## config.mk

```make
export PLATFORM = sky130hd
export DESIGN_NAME = busca_sar
export DESIGN_NICKNAME = d
export VERILOG_FILES = /design/src/rtl/busca_sar.sv
export SDC_FILE = /design/constraint.sdc
export NUM_CORES = 1
export LEC_CHECK = 0
export CORE_ASPECT_RATIO = 1.75
export CORE_MARGIN = 10
export CORE_UTILIZATION = 58
export CTS_CLUSTER_DIAMETER = 80
export CTS_CLUSTER_SIZE = 20
export DETAILED_ROUTE_END_ITERATION = 12
export HOLD_SLACK_MARGIN = 0.1
export PLACE_DENSITY = 0.84
export RECOVER_POWER = 100
export SLEW_MARGIN = 20
export SYNTH_ARGS = -nofsm -noshare
export SYNTH_HDL_FRONTEND = slang
export SYNTH_SLANG_ARGS = --single-unit
export TNS_END_PERCENT = 10
```

## constraint.sdc

```tcl
create_clock -name clk -period 5.5 [get_ports clk]
set_input_delay 1.375 -clock clk [delete_from_list [all_inputs] [get_ports clk]]
set_output_delay 1.375 -clock clk [all_outputs]
set_load 0.05 [all_outputs]
```

## src/rtl/busca_sar.sv

```systemverilog
// busca_sar: successive-approximation search that drives a magnitude comparator.
//
// Ports:
//   clk       in   clock, all state updates on the rising edge
//   rst       in   synchronous active-high reset, wins over every other input
//   start     in   begin a search (honoured only in idle, not in the done cycle)
//   ma        in   comparator flag: palpite > unknown
//   me        in   comparator flag: palpite < unknown
//   ig        in   comparator flag: palpite == unknown
//   palpite   out  registered candidate driven onto the comparator X input
//   busy      out  high while a search is running
//   done      out  one-cycle pulse when a search ends, on success or on error
//   resultado out  value found, held until the next successful search
//   passos    out  comparisons consumed by the last/current search (saturating)
//   erro      out  last search ended in error, held until the next start
//
// Legal parameters: WIDTH in 2..8, 2**PW > WIDTH+1.
module busca_sar #(
   parameter int unsigned WIDTH = 4,
   parameter int unsigned PW    = 4
) (
   input  logic             clk,
   input  logic             rst,
   input  logic             start,
   input  logic             ma,
   input  logic             me,
   input  logic             ig,
   output logic [WIDTH-1:0] palpite,
   output logic             busy,
   output logic             done,
   output logic [WIDTH-1:0] resultado,
   output logic [PW-1:0]    passos,
   output logic             erro
);

   typedef enum logic {StIdle, StBusca} state_t;

   localparam logic [WIDTH-1:0] MaxVal = '1;
   localparam logic [WIDTH:0]   OneW   = 1;

   state_t           state_q, state_d;
   logic [WIDTH-1:0] lo_q, lo_d;
   logic [WIDTH-1:0] hi_q, hi_d;
   logic [WIDTH-1:0] palpite_q, palpite_d;
   logic [WIDTH-1:0] resultado_q, resultado_d;
   logic [PW-1:0]    passos_q, passos_d;
   logic             busy_q, busy_d;
   logic             done_q, done_d;
   logic             erro_q, erro_d;

   logic [2:0]       flags;
   logic [WIDTH:0]   sum_me;
   logic [WIDTH:0]   sum_ma;
   logic [PW-1:0]    passos_inc;

   assign flags = {ma, me, ig};

   // Midpoints of the narrowed range, one bit wider so the sum cannot overflow.
   // sum_ma wraps only when palpite == lo, which is a range collapse and is discarded.
   assign sum_me = {1'b0, palpite_q} + OneW + {1'b0, hi_q};
   assign sum_ma = {1'b0, lo_q} + {1'b0, palpite_q} - OneW;

   assign passos_inc = (passos_q == '1) ? passos_q : passos_q + 1'b1;

   always_ff @(posedge clk) begin
      if (rst) begin
         state_q     <= StIdle;
         lo_q        <= '0;
         hi_q        <= MaxVal;
         palpite_q   <= '0;
         resultado_q <= '0;
         passos_q    <= '0;
         busy_q      <= 1'b0;
         done_q      <= 1'b0;
         erro_q      <= 1'b0;
      end else begin
         state_q     <= state_d;
         lo_q        <= lo_d;
         hi_q        <= hi_d;
         palpite_q   <= palpite_d;
         resultado_q <= resultado_d;
         passos_q    <= passos_d;
         busy_q      <= busy_d;
         done_q      <= done_d;
         erro_q      <= erro_d;
      end
   end

   always_comb begin
      state_d     = state_q;
      lo_d        = lo_q;
      hi_d        = hi_q;
      palpite_d   = palpite_q;
      resultado_d = resultado_q;
      passos_d    = passos_q;
      busy_d      = busy_q;
      done_d      = 1'b0;
      erro_d      = erro_q;

      unique case (state_q)
         StIdle: begin
            busy_d = 1'b0;
            // done_q marks the pulse cycle; a start arriving then is dropped
            if (start && !done_q) begin
               lo_d      = '0;
               hi_d      = MaxVal;
               palpite_d = MaxVal >> 1;
               passos_d  = '0;
               erro_d    = 1'b0;
               busy_d    = 1'b1;
               state_d   = StBusca;
            end
         end

         StBusca: begin
            passos_d = passos_inc;
            case (flags)
               3'b001: begin
                  resultado_d = palpite_q;
                  done_d      = 1'b1;
                  busy_d      = 1'b0;
                  state_d     = StIdle;
               end
               3'b010: begin
                  if (palpite_q == hi_q) begin
                     erro_d  = 1'b1;
                     done_d  = 1'b1;
                     busy_d  = 1'b0;
                     state_d = StIdle;
                  end else begin
                     lo_d      = palpite_q + 1'b1;
                     palpite_d = sum_me[WIDTH:1];
                  end
               end
               3'b100: begin
                  if (palpite_q == lo_q) begin
                     erro_d  = 1'b1;
                     done_d  = 1'b1;
                     busy_d  = 1'b0;
                     state_d = StIdle;
                  end else begin
                     hi_d      = palpite_q - 1'b1;
                     palpite_d = sum_ma[WIDTH:1];
                  end
               end
               default: begin
                  // Inconsistent comparator flags
                  erro_d  = 1'b1;
                  done_d  = 1'b1;
                  busy_d  = 1'b0;
                  state_d = StIdle;
               end
            endcase
         end

         default: state_d = StIdle;
      endcase
   end

   assign palpite   = palpite_q;
   assign busy      = busy_q;
   assign done      = done_q;
   assign resultado = resultado_q;
   assign passos    = passos_q;
   assign erro      = erro_q;

endmodule

```

==> out/results.md, run 1 <==
| Result | Reported |
| --- | --- |
| Outcome | completed |
| Number of maximum-capacitance constraint violations | 0 |
| Post_cts resized | 0 |
| Final Hold Vio Count | 0 |
| Initial cell density of the core | 0.598 |
| Power Density | 256 mW/mm² |
| Net count of the mapped netlist | 191 |
| Count of warnings emitted by yosys | 0 |
| Die span in y | 86.6 µm |
| Clock skew | 0.00147 ns |
| Global routing usage summed across all routing layers | 0.149 |
| DP Wirelength | 2930 µm |
| Final setup slack of the worst path | 2.30 ns |
| Insertion delay of the later-clocked pin in the worst-skew pair | 0.27 ns |
| Post-CTS clock slew at the launch and capture registers of the worst setup and hold paths | 0.09 ns |
| Global-route wire length before repair | 6070 µm |
| Number of antenna violations at the first check in global routing | 0 |
| Detailed-route wire length | 3780 µm |
| Count of nets after finishing | 209 |
| Main combinational cell family by area after synthesis | simple AND/OR/NAND/NOR gates |
| Floorplan core area | 0.00246 mm² |
| Residual antenna-violating net count after detailed routing | 0 |
| Post-route insts no fill | 212 |
| Final Hold Slack | 0.480 ns |
| Number of placement rows | 24 |
| Fraction of synthesized cell area in xor and xnor cells | 0.0417 |
| Arrival time at the worst endpoint | 3.40 ns |
| Ranking of synthesized cells by area | dfxtp_1 33%, ha_1 12%, mux2i_1 4.8%, inv_1 4.6%, nor2_1 4.1% |
| Yosys top cell area share | 0.327 |
| Number of search-and-repair iterations in the first detailed-routing pass | 4 |
| Peak fanout along the critical path | 12 |
| Diodes inserted | 0 |
| Post-CTS Repair Setup Buffers | 0 |
| Reg2Reg Depth | 6 |
| Routed via count | 1318 |
| Final design instance area without fill | 0.00174 mm² |
| Crit path to | palpite[3] |
| Post-Synthesis Cells | 169 |
| Vias in the first global route | 1336 |
| Share of synthesized registers carrying an async set or reset | 0 |
| Most common cell in the netlist | dfxtp_1 |
| Start-to-end type of the worst setup path | input pin to flop |
| EDFF count, synth | 0 |
| Number of sinks driven by the clock tree | 24 |
| Final critical-path share of the clock period | 0.582 |
| Die Outline Area | 0.00503 mm² |
| Area growth syn-to-layout | 18.2% |
| Weighted congestion reported at the end of routability-driven placement | 0.867 |
| Hold buffer count at cts | 0 |
| Adder-cell area share of the yosys netlist | 0.146 |
| Pin count of the biggest net entering global routing | 24 |
| Final core utilization | 0.706 |
| Worst Min Path Start | lo_q[2] |
| Commonest register cell after synthesis | dfxtp_1 |
| Share of synthesized cell area in and, or, nand and nor gates | 0.219 |
| Critical path startpoint category | input pin |
| Ports placed on the boundary | 21 |
| Mean routed wirelength per cell | 17.8 µm |
| Number of cells after detailed placement | 208 |
| Cell type with the highest aggregate area in the netlist | dfxtp_1 |
| Worst setup path startpoint | me |
| Time the final worst path needs with I/O delays and setup | 3.20 ns |
| Fraction of the mapped netlist area in compound gates | 0.143 |
| Detailed router's first-iteration violation count | 49 |
| Commonest cells in the synthesized netlist | 24 x dfxtp_1, 18 x inv_1, 16 x nor2_1, 14 x ha_1, 11 x a21oi_1 |
| Peak supply drop | 0.169 mV |
| FMAX | 0.312 GHz |
| Placed cell area | 0.00167 mm² |
| Proportion of layout cells with a drive suffix above 1 | 0.0699 |
| Critical Path Sink Type | flop |
| Unique cell type count in the Yosys netlist | 44 |
| Final Max Slew Viols | 0 |
| Unrepaired setup endpoints after global routing | false |
| TritonCTS clock tree | yes |
| Mapped cell area | 0.00147 mm² |
| Overflow left after global routing | 0 |
| Pleak | 0.755 nW |
| Actual transition at the worst max-transition pin | 0.980 ns |
| Setup Viol. Count Final | 0 |
| Max_slew headroom | 0.345 |
| Post-Place Worst Slack | 2.12 ns |
| Via density per instance | 6.22 |
| Sequential-to-total area share from yosys stat | 0.327 |
| Terminus of the critical flop-to-flop path | palpite[2] |
| Root cell of the clock tree | clkbuf_8 |
| Synth Area per Inst | 8.71 µm² |
| Worst reg2reg startpoint | palpite[2] |
| DRC | 0 |
| Width of the die | 58.1 µm |
| Number of buffers created by CTS | 3 |
| Number of synthesized register bits | 24 |
| Worst-case register-to-register setup slack | 2.88 ns |
| CTS H-Tree Depth | 1 |
| Worst EP required | 5.70 ns |
| Multiplexer fraction of the synthesized cell area | 0.0553 |
| Port-buffer cells | 20 |
| Path class of the lowest-slack min-delay path | flop to flop |
| Maximum number of buffers from clock root to sink | 2 |
| Total Neg Setup Slack | 0 ns |
| Total power after layout | 446 µW |
[layer usage]
metal | wire (µm) | share of wire | GRT usage
met1 | 1480 | 0.39 | 0.149
met2 | 1960 | 0.52 | 0.271
met3 | 247 | 0.065 | 0.0410
met4 | 89 | 0.024 | 0.0708
met5 | 0 | 0 | 0
[sequential cells by signal (all words and copies together) (netlist names), 4 cells and up]
register	count
passos	4
resultado	4
lo_q	4
palpite	4
hi_q	4
[how the worst min path moves through the flow]
stage                     cells after the start       to  slack (ns)
after global placement                        2  lo_q[2]        0.46
after floorplan                               2  lo_q[2]        0.44
after global routing                          2  lo_q[1]        0.52
after detailed placement                      2  lo_q[2]        0.47
after CTS                                     2  lo_q[2]        0.48
final                                         2  lo_q[2]        0.48
[cells in the final DEF, fill, tap and decap left out, types with 2 or more instances in the layout]
master	synthesis	final
a221oi_1	2	2
inv_1	18	18
nand2b_1	2	2
a311oi_1	2	2
nand2_1	10	10
xnor2_1	3	3
mux2i_1	7	7
dlygate4sd3_1	0	17
o21bai_1	2	2
fa_1	2	2
a21oi_1	11	11
nor2_1	16	16
nor4_1	2	2
dfxtp_1	24	24
xor2_1	4	4
nor4b_1	2	2
ha_1	14	14
nor3_1	6	6
a31oi_1	2	2
or3b_2	4	4
nor2b_1	2	2
o211ai_1	2	2
clkbuf_8	0	3
clkdlybuf4s50_1	0	3
o21ai_0	2	3
nand3_1	5	5
[power by group]
part           internal [mW]  switching (mW)
Clock                 0.0974          0.0592
Sequential             0.179          0.0107
Combinational         0.0379          0.0613
[cells by family after synthesis]
| kind of cell | count (synthesis) |
|---|---|
| compound gates | 31 |
| simple gates | 58 |
| flops | 24 |
| xor+xnor | 7 |
| buf+inv | 25 |
| fa+ha+maj | 16 |
| mux | 8 |
[layout make-up]
type | count | area, µm²
clock inverter | 1 | 30.0
sequential | 24 | 480
timing repair buffer | 20 | 200
inverter | 18 | 67.6
fill | 202 | 723
multi-input combinational | 120 | 887
tap | 26 | 32.5
clock buffer | 3 | 41.3
[critical path: stages]
cell	delay [ns]
dlygate4sd3_1	0.64
or4b_2	0.87
a221o_1	0.36
o21ai_0	0.15
No activity file was read; power rests on OpenSTA's default activity.
==> run 2, diff against run 1 <==
--- a/config.mk
+++ b/config.mk
@@ -7,12 +7,12 @@
 export LEC_CHECK = 0
 export CORE_ASPECT_RATIO = 1.75
 export CORE_MARGIN = 10
-export CORE_UTILIZATION = 58
+export CORE_UTILIZATION = 48
 export CTS_CLUSTER_DIAMETER = 80
 export CTS_CLUSTER_SIZE = 20
 export DETAILED_ROUTE_END_ITERATION = 12
 export HOLD_SLACK_MARGIN = 0.1
-export PLACE_DENSITY = 0.84
+export PLACE_DENSITY = 0.74
 export RECOVER_POWER = 100
 export SLEW_MARGIN = 20
 export SYNTH_ARGS = -nofsm -noshare
==> constraint.sdc (replaced) <==
create_clock -name clk -period 2.8 [get_ports clk]
set_input_delay 0.7 -clock clk [delete_from_list [all_inputs] [get_ports clk]]
set_output_delay 0.7 -clock clk [all_outputs]
set_load 0.05 [all_outputs]
==> out/results.md, run 2 (synthesized netlist as in run 1, its figures left out) <==
| Result | Reported | vs previous |
| --- | --- | --- |
| Area growth syn-to-layout | 22.2% |  |
| Total power after layout | 895 µW | +100% |
| Final critical-path share of the clock period | 0.880 |  |
| Worst-case register-to-register setup slack | 0.34 ns | -2.54 ns |
| Peak fanout along the critical path | 6 | -6 |
| Worst reg2reg startpoint | palpite[2] |  |
| Path class of the lowest-slack min-delay path | flop to flop |  |
| Post-Place Worst Slack | 0.0729 ns | -2.05 ns |
| Proportion of layout cells with a drive suffix above 1 | 0.0918 | +0.0219 |
| Setup Viol. Count Final | 0 | unchanged |
| Count of nets after finishing | 219 | +4.8% |
| Actual transition at the worst max-transition pin | 0.641 ns | -0.338 ns |
| Commonest non-fill, non-tap cells in the layout | 24 x dfxtp_1, 18 x inv_1, 17 x dlygate4sd3_1 |  |
| Critical Path Sink Type | flop |  |
| End of the worst hold path | lo_q[1] |  |
| Worst hold stages | 2 | unchanged |
| Routed via count | 1327 | +0.68% |
| Die span in y | 93.2 µm | +7.6% |
| Detailed router's first-iteration violation count | 35 | -29% |
| Number of maximum-capacitance constraint violations | 0 | unchanged |
| Most common cell after layout, fill and taps aside | dfxtp_1 |  |
| Global routing usage summed across all routing layers | 0.149 | +0.000181 |
| Diodes inserted | 0 | unchanged |
| Maximum number of buffers from clock root to sink | 2 | unchanged |
| Total Neg Setup Slack | 0 ns | unchanged |
| DP Wirelength | 3090 µm | +5.4% |
| Global-route wire length before repair | 6640 µm | +9.3% |
| Unrepaired setup endpoints after global routing | false |  |
| Root cell of the clock tree | clkbuf_8 |  |
| Reg2Reg Depth | 6 | unchanged |
| Clock skew | 0.00864 ns | +0.00717 ns |
| Start-to-end type of the worst setup path | input pin to flop |  |
| Number of placement rows | 26 | +8.3% |
| Ports placed on the boundary | 21 | unchanged |
| Detailed-route wire length | 3950 µm | +4.5% |
| Placed cell area | 0.00175 mm² | +4.6% |
| Residual antenna-violating net count after detailed routing | 0 | unchanged |
| Post_cts resized | 0 | unchanged |
| CTS H-Tree Depth | 1 | unchanged |
| Worst EP required | 2.97 ns | -2.73 ns |
| Post-route insts no fill | 224 | +5.7% |
| Pin count of the biggest net entering global routing | 17 | -29% |
| DRC | 0 | unchanged |
| Pleak | 0.786 nW | +4.1% |
| Max_slew headroom | 0.571 | +0.226 |
| Arrival time at the worst endpoint | 2.64 ns | -0.76 ns |
| Number of cells after detailed placement | 220 | +5.8% |
| Final Hold Slack | 0.480 ns | -0.000218 ns |
| Floorplan core area | 0.00293 mm² | +19% |
| Die Outline Area | 0.00577 mm² | +15% |
| Final Hold Vio Count | 0 | unchanged |
| FMAX | 0.406 GHz |  |
| Final design instance area without fill | 0.00180 mm² | +3.4% |
| Worst Min Path Start | lo_q[1] |  |
| Hold buffer count at cts | 0 | unchanged |
| Weighted congestion reported at the end of routability-driven placement | 0.907 | +4.7% |
| Number of antenna violations at the first check in global routing | 0 | unchanged |
| Time the final worst path needs with I/O delays and setup | 2.46 ns |  |
| Post-CTS clock slew at the launch and capture registers of the worst setup and hold paths | 0.09 ns | about the same |
| Insertion delay of the later-clocked pin in the worst-skew pair | 0.28 ns | about the same |
| Final setup slack of the worst path | 0.337 ns | -1.96 ns |
| Power Density | 498 mW/mm² | +94% |
| Terminus of the critical flop-to-flop path | palpite[0] |  |
| Final Max Slew Viols | 0 | unchanged |
| Peak supply drop | 0.409 mV | +140% |
| Vias in the first global route | 1404 | +5.1% |
| Mean routed wirelength per cell | 17.6 µm | -1.1% |
| Post-CTS Repair Setup Buffers | 0 | unchanged |
| Overflow left after global routing | 0 | unchanged |
| Outcome | completed |  |
| Number of buffers created by CTS | 3 | unchanged |
| Final core utilization | 0.614 | -0.0922 |
| Critical path startpoint category | input pin |  |
| Initial cell density of the core | 0.503 | -0.0950 |
| Number of sinks driven by the clock tree | 24 | unchanged |
| Port-buffer cells | 20 | unchanged |
| TritonCTS clock tree | yes |  |
| Via density per instance | 5.92 | -4.7% |
| Number of search-and-repair iterations in the first detailed-routing pass | 4 | unchanged |
| Width of the die | 61.9 µm | +6.5% |
run 2: cell count changes in the layout (fill, tap and decap cells not counted), sizes merged:
cell,before,now
buf,0,5
clkbuf,3,8
run 2: layout make-up:
class / instances / area (µm²)
multi-input cells: 120 / 887
repair buffers: 30 / 256
well taps: 28 / 35.0
fillers: 278 / 1130
flip-flops and latches: 24 / 480
clock inverters: 1 / 30.0
inverters: 18 / 67.6
clock buffers: 3 / 41.3
run 2: how the worst max path moves through the flow:
stage,from,end,slack (ns)
CTS,palpite[2],palpite[0],0.35
detailed placement,ig,palpite[0],0.07
floorplan,palpite[2],erro,0.18
global placement,ig,palpite[3],0.15
finish,me,resultado[0],0.34
global route,palpite[2],palpite[0],0.17
run 2: worst max-delay path: stages:
cell and delay [ns]:
dlygate4sd3_1 0.58, clkbuf_1 0.17, or3b_2 0.50, nor2_1 0.12
clkbuf_1 0.26, mux2i_1 0.24, nor2_1 0.06
run 2: power breakdown:
| part | switching (mW) | internal (mW) | total, mW |
|---|---|---|---|
| sequential | 0.0135 | 0.352 | 0.366 |
| combinational | 0.131 | 0.0849 | 0.216 |
| clock | 0.122 | 0.192 | 0.313 |
run 2: layer usage:
| layer | vias to the layer above | GRT usage | share of wire |
|---|---|---|---|
| met5 | - | 0 | 0 |
| met4 | 0 | 0.0543 | 0.025 |
| met3 | 11 | 0.0379 | 0.059 |
| met2 | 39 | 0.260 | 0.52 |
| met1 | 631 | 0.164 | 0.40 |
| li1 | 646 | - | - |
